**src/rtl/axi4l_regfile_slave.sv**
```systemverilog
// AXI4-Lite slave serving NUM_REGS read/write registers, exported flat with per-register strobes.
// Optional byte-lane writes are enabled by defining AXI4L_REGFILE_WSTRB_EN.
module axi4l_regfile_slave #(
  parameter int unsigned DATA_WIDTH = 32,
  parameter int unsigned ADDR_WIDTH = 32,
  parameter int unsigned NUM_REGS   = 16
) (
  input  logic                           aclk,
  input  logic                           areset,
  input  logic [ADDR_WIDTH-1:0]          awaddr,
  input  logic [2:0]                     awprot,
  input  logic                           awvalid,
  output logic                           awready,
  input  logic [DATA_WIDTH-1:0]          wdata,
  input  logic [DATA_WIDTH/8-1:0]        wstrb,
  input  logic                           wvalid,
  output logic                           wready,
  output logic [1:0]                     bresp,
  output logic                           bvalid,
  input  logic                           bready,
  input  logic [ADDR_WIDTH-1:0]          araddr,
  input  logic [2:0]                     arprot,
  input  logic                           arvalid,
  output logic                           arready,
  output logic [DATA_WIDTH-1:0]          rdata,
  output logic [1:0]                     rresp,
  output logic                           rvalid,
  input  logic                           rready,
  output logic [NUM_REGS*DATA_WIDTH-1:0] regs_out,
  output logic [NUM_REGS-1:0]            wr_strobe
);

  localparam int unsigned BYTES = DATA_WIDTH / 8;
  localparam int unsigned LSB   = $clog2(BYTES);
  localparam int unsigned IDX_W = $clog2(NUM_REGS);

  localparam logic [1:0] RespOkay   = 2'b00;
  localparam logic [1:0] RespSlverr = 2'b10;

  typedef enum logic [1:0] {WIdle, WWaitData, WWaitAddr, WResp} wstate_e;
  typedef enum logic       {RIdle, RResp} rstate_e;

  function automatic logic in_range(input logic [ADDR_WIDTH-1:0] a);
    return (a >> (LSB + IDX_W)) == '0;
  endfunction

  wstate_e                wstate_q, wstate_d;
  rstate_e                rstate_q, rstate_d;
  logic [ADDR_WIDTH-1:0]  awaddr_q, awaddr_d;
  logic [DATA_WIDTH-1:0]  wdata_q, wdata_d;
  logic [BYTES-1:0]       wstrb_q, wstrb_d;
  logic [1:0]             bresp_q, bresp_d;
  logic [1:0]             rresp_q, rresp_d;
  logic [DATA_WIDTH-1:0]  rdata_q, rdata_d;
  logic [NUM_REGS-1:0]    strobe_q, strobe_d;
  logic [DATA_WIDTH-1:0]  regs_q [NUM_REGS];
  logic [DATA_WIDTH-1:0]  regs_d [NUM_REGS];

  logic                   aw_fire, w_fire, ar_fire, commit;
  logic [ADDR_WIDTH-1:0]  c_addr;
  logic [DATA_WIDTH-1:0]  c_data;
  logic [BYTES-1:0]       c_strb;
  logic [IDX_W-1:0]       c_idx;

  assign awready = (wstate_q == WIdle) || (wstate_q == WWaitAddr);
  assign wready  = (wstate_q == WIdle) || (wstate_q == WWaitData);
  assign bvalid  = (wstate_q == WResp);
  assign bresp   = bresp_q;
  assign arready = (rstate_q == RIdle);
  assign rvalid  = (rstate_q == RResp);
  assign rdata   = rdata_q;
  assign rresp   = rresp_q;
  assign wr_strobe = strobe_q;

  assign aw_fire = awvalid && awready;
  assign w_fire  = wvalid && wready;
  assign ar_fire = arvalid && arready;
  assign c_idx   = c_addr[LSB +: IDX_W];

  always_comb begin
    wstate_d = wstate_q;
    awaddr_d = awaddr_q;
    wdata_d  = wdata_q;
    wstrb_d  = wstrb_q;
    bresp_d  = bresp_q;
    commit   = 1'b0;
    c_addr   = awaddr_q;
    c_data   = wdata_q;
    c_strb   = wstrb_q;
    unique case (wstate_q)
      WIdle: begin
        if (aw_fire && w_fire) begin
          commit   = 1'b1;
          c_addr   = awaddr;
          c_data   = wdata;
          c_strb   = wstrb;
          wstate_d = WResp;
        end else if (aw_fire) begin
          awaddr_d = awaddr;
          wstate_d = WWaitData;
        end else if (w_fire) begin
          wdata_d  = wdata;
          wstrb_d  = wstrb;
          wstate_d = WWaitAddr;
        end
      end
      WWaitData: begin
        if (w_fire) begin
          commit   = 1'b1;
          c_data   = wdata;
          c_strb   = wstrb;
          wstate_d = WResp;
        end
      end
      WWaitAddr: begin
        if (aw_fire) begin
          commit   = 1'b1;
          c_addr   = awaddr;
          wstate_d = WResp;
        end
      end
      WResp: begin
        if (bready) wstate_d = WIdle;
      end
      default: wstate_d = WIdle;
    endcase
    if (commit) bresp_d = in_range(c_addr) ? RespOkay : RespSlverr;
  end

  always_comb begin
    regs_d   = regs_q;
    strobe_d = '0;
    if (commit && in_range(c_addr)) begin
      strobe_d[c_idx] = 1'b1;
`ifdef AXI4L_REGFILE_WSTRB_EN
      for (int b = 0; b < BYTES; b++) begin
        if (c_strb[b]) regs_d[c_idx][b*8 +: 8] = c_data[b*8 +: 8];
      end
`else
      regs_d[c_idx] = c_data;
`endif
    end
  end

  // Reads sample regs_q, so a same-edge write is not yet visible.
  always_comb begin
    rstate_d = rstate_q;
    rdata_d  = rdata_q;
    rresp_d  = rresp_q;
    unique case (rstate_q)
      RIdle: begin
        if (ar_fire) begin
          rstate_d = RResp;
          if (in_range(araddr)) begin
            rdata_d = regs_q[araddr[LSB +: IDX_W]];
            rresp_d = RespOkay;
          end else begin
            rdata_d = '0;
            rresp_d = RespSlverr;
          end
        end
      end
      RResp: begin
        if (rready) rstate_d = RIdle;
      end
      default: rstate_d = RIdle;
    endcase
  end

  always_ff @(posedge aclk) begin
    if (areset) begin
      wstate_q <= WIdle;
      rstate_q <= RIdle;
      awaddr_q <= '0;
      wdata_q  <= '0;
      wstrb_q  <= '0;
      bresp_q  <= RespOkay;
      rresp_q  <= RespOkay;
      rdata_q  <= '0;
      strobe_q <= '0;
      for (int i = 0; i < NUM_REGS; i++) regs_q[i] <= '0;
    end else begin
      wstate_q <= wstate_d;
      rstate_q <= rstate_d;
      awaddr_q <= awaddr_d;
      wdata_q  <= wdata_d;
      wstrb_q  <= wstrb_d;
      bresp_q  <= bresp_d;
      rresp_q  <= rresp_d;
      rdata_q  <= rdata_d;
      strobe_q <= strobe_d;
      regs_q   <= regs_d;
    end
  end

  for (genvar gi = 0; gi < NUM_REGS; gi++) begin : g_out
    assign regs_out[gi*DATA_WIDTH +: DATA_WIDTH] = regs_q[gi];
  end

  // Protection bits and sub-word address bits carry no meaning here.
  logic unused_inputs;
`ifdef AXI4L_REGFILE_WSTRB_EN
  assign unused_inputs = ^{awprot, arprot, awaddr_q[LSB-1:0], awaddr[LSB-1:0], araddr[LSB-1:0]};
`else
  assign unused_inputs = ^{awprot, arprot, awaddr_q[LSB-1:0], awaddr[LSB-1:0], araddr[LSB-1:0],
                           c_strb};
`endif

endmodule
```
**config.mk**
```make
export PLATFORM = sky130hd
export DESIGN_NAME = axi4l_regfile_slave
export DESIGN_NICKNAME = d
export VERILOG_FILES = /design/src/rtl/axi4l_regfile_slave.sv
export SDC_FILE = /design/constraint.sdc
export NUM_CORES = 1
export LEC_CHECK = 0
export CORE_ASPECT_RATIO = 0.6
export CORE_MARGIN = 4
export CORE_UTILIZATION = 50
export CTS_CLUSTER_DIAMETER = 200
export CTS_CLUSTER_SIZE = 30
export DETAILED_ROUTE_END_ITERATION = 12
export PLACE_DENSITY = 0.86
export SLEW_MARGIN = 20
export SYNTH_ARGS = -nofsm -noshare
export SYNTH_HDL_FRONTEND = slang
export SYNTH_SLANG_ARGS = --single-unit
```
**constraint.sdc**
```tcl
create_clock -name aclk -period 3.45 [get_ports aclk]
set_clock_uncertainty 0.05 [all_clocks]
set_input_delay 0.345 -clock aclk [delete_from_list [all_inputs] [get_ports aclk]]
set_output_delay 0.345 -clock aclk [all_outputs]
set_load 0.005 [all_outputs]
```
Word-level counts from Yosys, hierarchy flattened --
Index checks and enable logic that the tools add are counted.
Word-level totals: register bits 631
Operators by class: equality and inequality tests 7, multiplexer cells 31, magnitude comparators 5, reductions and logical operators 17, bitwise logic cells 6
Operators by type and width (count):
- $bwmux W512 | 1
- $mux W32 | 8
- $bmux W32 S4 | 1
- $demux W32 S4 | 1
- $pmux W32 S2 | 2
- $logic_not A32 Y1 | 2
- $mux W2 | 8
- $ge A5 B5 Y1 const B | 2
- $not A4 Y5 | 2
- $pmux W2 S4 | 1
- $logic_and A1 B1 Y1 | 7
- $mux W1 | 6
- $lt A4 B5 Y1 const B | 1
- $lt A5 B1 Y1 const B | 1
- $demux W1 S4 | 1
- $eq A2 B2 Y1 const B | 2
- $ge A4 B1 Y1 const B | 1
- $ne A2 B2 Y1 const B | 2
- $ne A4 B3 Y1 const B | 1
- $not A1 Y1 | 4
- $reduce_and A2 Y1 | 2
- $reduce_and A4 Y1 | 1
- $pmux W1 S3 | 1
- $reduce_and A3 Y1 | 1
- 6 further kinds | 7

Logic depth before layout (Yosys ltp) --
depth after elaboration 12, gate-level depth with buffers 12, depth with buffers taken out 8

Least setup slack after synthesis --
OpenSTA, ideal clock, no wires.
path kind register -> register, start register wstate_q[0], end register regs_q (netlist bit regs_out[10]), required time 3.328 ns, path buffers 2, arrival 2.357 ns, slack 0.971 ns, library setup time 0.072 ns, cell stages (with the launch flop) 11, cell sequence dfxtp_1 -> inv_1 -> ha_1 -> buf_2 -> o21ai_1 -> nand3_1 -> a21oi_1 -> a31oi_2 -> nor4_4 -> buf_6 -> mux2i_1
Between the ends: word-level cells in the longest chain between the ends 12
RTL lines:
- start: declaration | RTL line 47 | wstate_e wstate_q, wstate_d;
- start signal: assignment | RTL line 172 | wstate_q <= WIdle;
- start signal: assignment | RTL line 183 | wstate_q <= wstate_d;
- $eq A2 B2 Y1, or another cell as far along | RTL line 65, 90
- $logic_or A1 B1 Y1 (on tied branches) | RTL line 65, 66
- $logic_and A1 B1 Y1 (on tied branches) | RTL line 75, 76
- $logic_and A1 B1 Y1 | RTL line 92 | if (aw_fire && w_fire) begin
- $mux W32 | RTL line 92
- $pmux W32 S2 | RTL line 90 | unique case (wstate_q)
- $not A4 Y5 (not written as such) | RTL line 140 | regs_d[c_idx] = c_data;
- $ge A5 B5 Y1 (not written as such) or $lt A5 B1 Y1 (tied branches) | RTL line 140
- $logic_and A1 B1 Y1 (not written as such) | RTL line 140
- $mux W32 (not written as such) | RTL line 140
- $demux W32 S4 | RTL line 140
- $bwmux W512 | RTL line 140
- end signal: assignment | RTL line 192 | regs_q <= regs_d;
- end: declaration | RTL line 56 | logic [DATA_WIDTH-1:0] regs_q [NUM_REGS];
Parallel ways exist; a longest one is shown, timed or not. A chain may end at the register's enable or synchronous reset.

Final worst setup path --
start register wstate_q[0], end register regs_q (netlist bit regs_out[433])
The elaborated chain is that of the path after synthesis.

==> metrics <==
Synth Register Bits=627; Unique masters post-synth=56; drt pass-1 iters=7; crit-path cells=inv_1, ha_2, nand2b_1, a21bo_2, nand2_1, o221a_2, nor4_4, buf_12, mux2i_1; core area=56200 µm²; Seq/Total Area, Yosys=0.440; DIE AREA=61100 µm²; Routed Antenna Nets=0; crit-path max cell delay=460 ps; Synth top area share=0.440; Slew headroom=0.348; RSZ-0062 raised after global routing=no; largest family of logic cells by synthesized area=multiplexers; Final Worst Setup Slack=351 ps; CP endpoint kind=register; clock-pin slew on the worst setup and hold paths=110 ps; Max VDD drop=0.000454 V; TritonCTS clock tree=yes; Post-Synth Adder-Cell Area=0.00175; GRT busiest layer=met2; post-synthesis mux area share=0.306; Post-synth EDFFs=0; Area Overhead vs Synth=27.8%; post-synth top area cell=dfxtp_1; DRT iter0 DRCs=2238; Yosys Warn Count=0; post-cts hold buffer count=0; worst hold path type=input port to register; routed len/inst=26.2 µm; switching part of the total power=0.290; GRT overflow=0; Clock Latency Late Sink=600 ps; global placement routability congestion=0.923; NetSw=0.00394 W; R2R cell count=9; # DRC=0; CP required=3900 ps; via count of the first global-routing pass=23309; critical path arrival=3550 ps; Clk network pwr share=0.263; Worst Setup Start Kind=register; share of cells above drive strength 1=0.105; CTS root buffer=clkbuf_16; Die Span Y=193 µm; Chip Width=317 µm; period utilization=0.898; Starting Density=0.508; met1 usage=0.409; critical-path maximum fanout=21; Post-synth top flop=dfxtp_1; Async S/R FF share, synth=0; Layout Nets=3195; # setup viols final=0; total clock sinks=627; Synth Area in XOR/XNOR=0; largest cells by area after synthesis=dfxtp_1 44%, mux2i_1 18%, mux4_2 13%; Final Max Tran Viols=0; post-synthesis simple-gate area fraction=0.168; Mean Syn Cell Area=11.1 µm²; maximum clock rate=323 MHz; status=finished clean; GR Util All Layers=0.315; CP max stage cell=nor4_4; Flop pwr share=0.549; clk buf depth=3; routed vias=22916; Synth Area in Compound Gates=0.0405; Crit Path Category=register to register; worst hold path depth=2; final hold vios=0; Setup WS pre-CTS=189 ps; Leak Pwr=14.8 nW; setup total negative slack=0 ps; GRT met2 Usage=0.525; Post-Synthesis Cell Area=28600 µm²; internal cell power=0.00965 W; Pwr per Cell Area=372 nW/µm²; number of CTS-inserted buffers=24; Synth Instances=2575; Vias/cell=5.96; largest net degree at the start of global routing=175; num rows=67; Buffers on Ports=665; number of I/O pins=682; met3 Usage GRT=0.0702; H-Tree Depth=1; initial antenna violation count=9; Comb power frac=0.188; final core utilization=0.650; Final HPWL DP=72300 µm; Routed WL=101000 µm; measured slew at the worst slew-check pin=978 ps; max-cap violations=0; first-pass GRT wire length=148000 µm; post-layout min period=3100 ps
==> synthesized netlist by cell type (7+ instances only) <==
| cell | count |
|---|---|
| a21oi_1 | 69 |
| nand3_1 | 15 |
| nand2b_1 | 517 |
| mux4_2 | 160 |
| nor4_1 | 19 |
| mux2i_1 | 514 |
| buf_2 | 40 |
| nand2_1 | 136 |
| nor3_1 | 10 |
| nand4_1 | 9 |
| buf_1 | 11 |
| or2_2 | 36 |
| o21ai_0 | 9 |
| nor2_1 | 59 |
| buf_6 | 14 |
| inv_1 | 14 |
| dfxtp_1 | 627 |
| buf_4 | 18 |
| a22oi_1 | 59 |
| clkbuf_1 | 175 |
| nand4_4 | 7 |
==> per-layer routing <==
layer  vias up  routed length (µm)
met5         -                  13
met4         2                4020
met3       248                8760
met2      1150               47500
met1     11557               40300
li1       9959                   -
==> kinds of logic after synthesis <==
| logic type | after synthesis |
|---|---|
| compound gates | 174 |
| fa+ha+maj | 4 |
| buf+inv | 272 |
| flops | 627 |
| mux | 674 |
| other cells | 1 |
| simple gates | 823 |
==> worst max-delay path: cells and delay by family (launching register included) <==
family	cells	cell delay (ps)
AOI/OAI and AO/OA	2	620
and+or+nand+nor	3	880
adders and majority gates	1	420
buffers and inverters	2	400
DFF	1	360
muxes	1	260
==> final cells by class <==
cell class / count / area (µm²)
Multi-Input combinational cell: 1677 / 14800
Timing Repair Buffer: 734 / 7490
Antenna cell: 7 / 17.5
Clock inverter: 1 / 5.00
Fill cell: 4289 / 19700
Inverter: 14 / 52.6
Sequential cell: 627 / 12600
Clock buffer: 25 / 626
Tap cell: 759 / 950
==> state kept, by name, summed over array words and instances, names as in the netlist <==
| register | flops |
|---|---|
| rvalid | 1 |
| bresp | 1 |
| wstate_q | 2 |
| wdata_q | 32 |
| rresp | 1 |
| regs_out | 512 |
| awaddr_q | 30 |
| wr_strobe | 16 |
| rdata | 32 |
==> per-stage QoR <==
stage | area, µm² | hold WS, ps | power, W | std cells
5_1_grt | 36500 | 261 | 0.0140 | 3844
2_1_floorplan | 28600 | 386 | 0.00928 | 2576
3_5_place_dp | 35800 | 396 | 0.0101 | 3811
4_1_cts | 36500 | 236 | 0.0136 | 3837
6_report | 36500 | 202 | 0.0136 | 3844
3_3_place_gp | 35800 | 392 | 0.0100 | 3811
==> repair_timing <==
| item | CTS | global route |
|---|---|---|
| setup buffers | 0 | 0 |
| setup endpoints to repair | 0 | 159 |
| gates resized for setup | 0 | 2 |
==> layout by cell type (no fill, tap or decap), types with 10 or more instances in the layout <==
master	n
nand3_1	15
buf_4	45
a22oi_1	59
nor4_1	19
mux2i_1	514
mux4_2	160
a21oi_1	69
clkbuf_16	25
clkdlybuf4s50_1	660
or2_2	36
dfxtp_1	627
nor3_1	10
nand2_1	136
nor2_1	57
nand2b_1	516
buf_12	25
inv_1	14
==> worst paths after layout <==
path                                       to         from  slack (ps)
worst max register to register  regs_out[433]  wstate_q[0]         350
worst min register to register    wdata_q[10]  wdata_q[10]         410
worst max-delay path            regs_out[433]  wstate_q[0]         350
worst min-delay path             awaddr_q[16]       areset         200
==> power by group through the flow <==
stage	clock network [W]	registers, W	logic (W)
2_1_floorplan	0	0.00760	0.00167
3_3_place_gp	0	0.00761	0.00241
3_5_place_dp	0	0.00763	0.00250
4_1_cts	0.00361	0.00746	0.00251
5_1_grt	0.00386	0.00748	0.00270
6_report	0.00357	0.00746	0.00255
(Power assumes the default switching activity.)
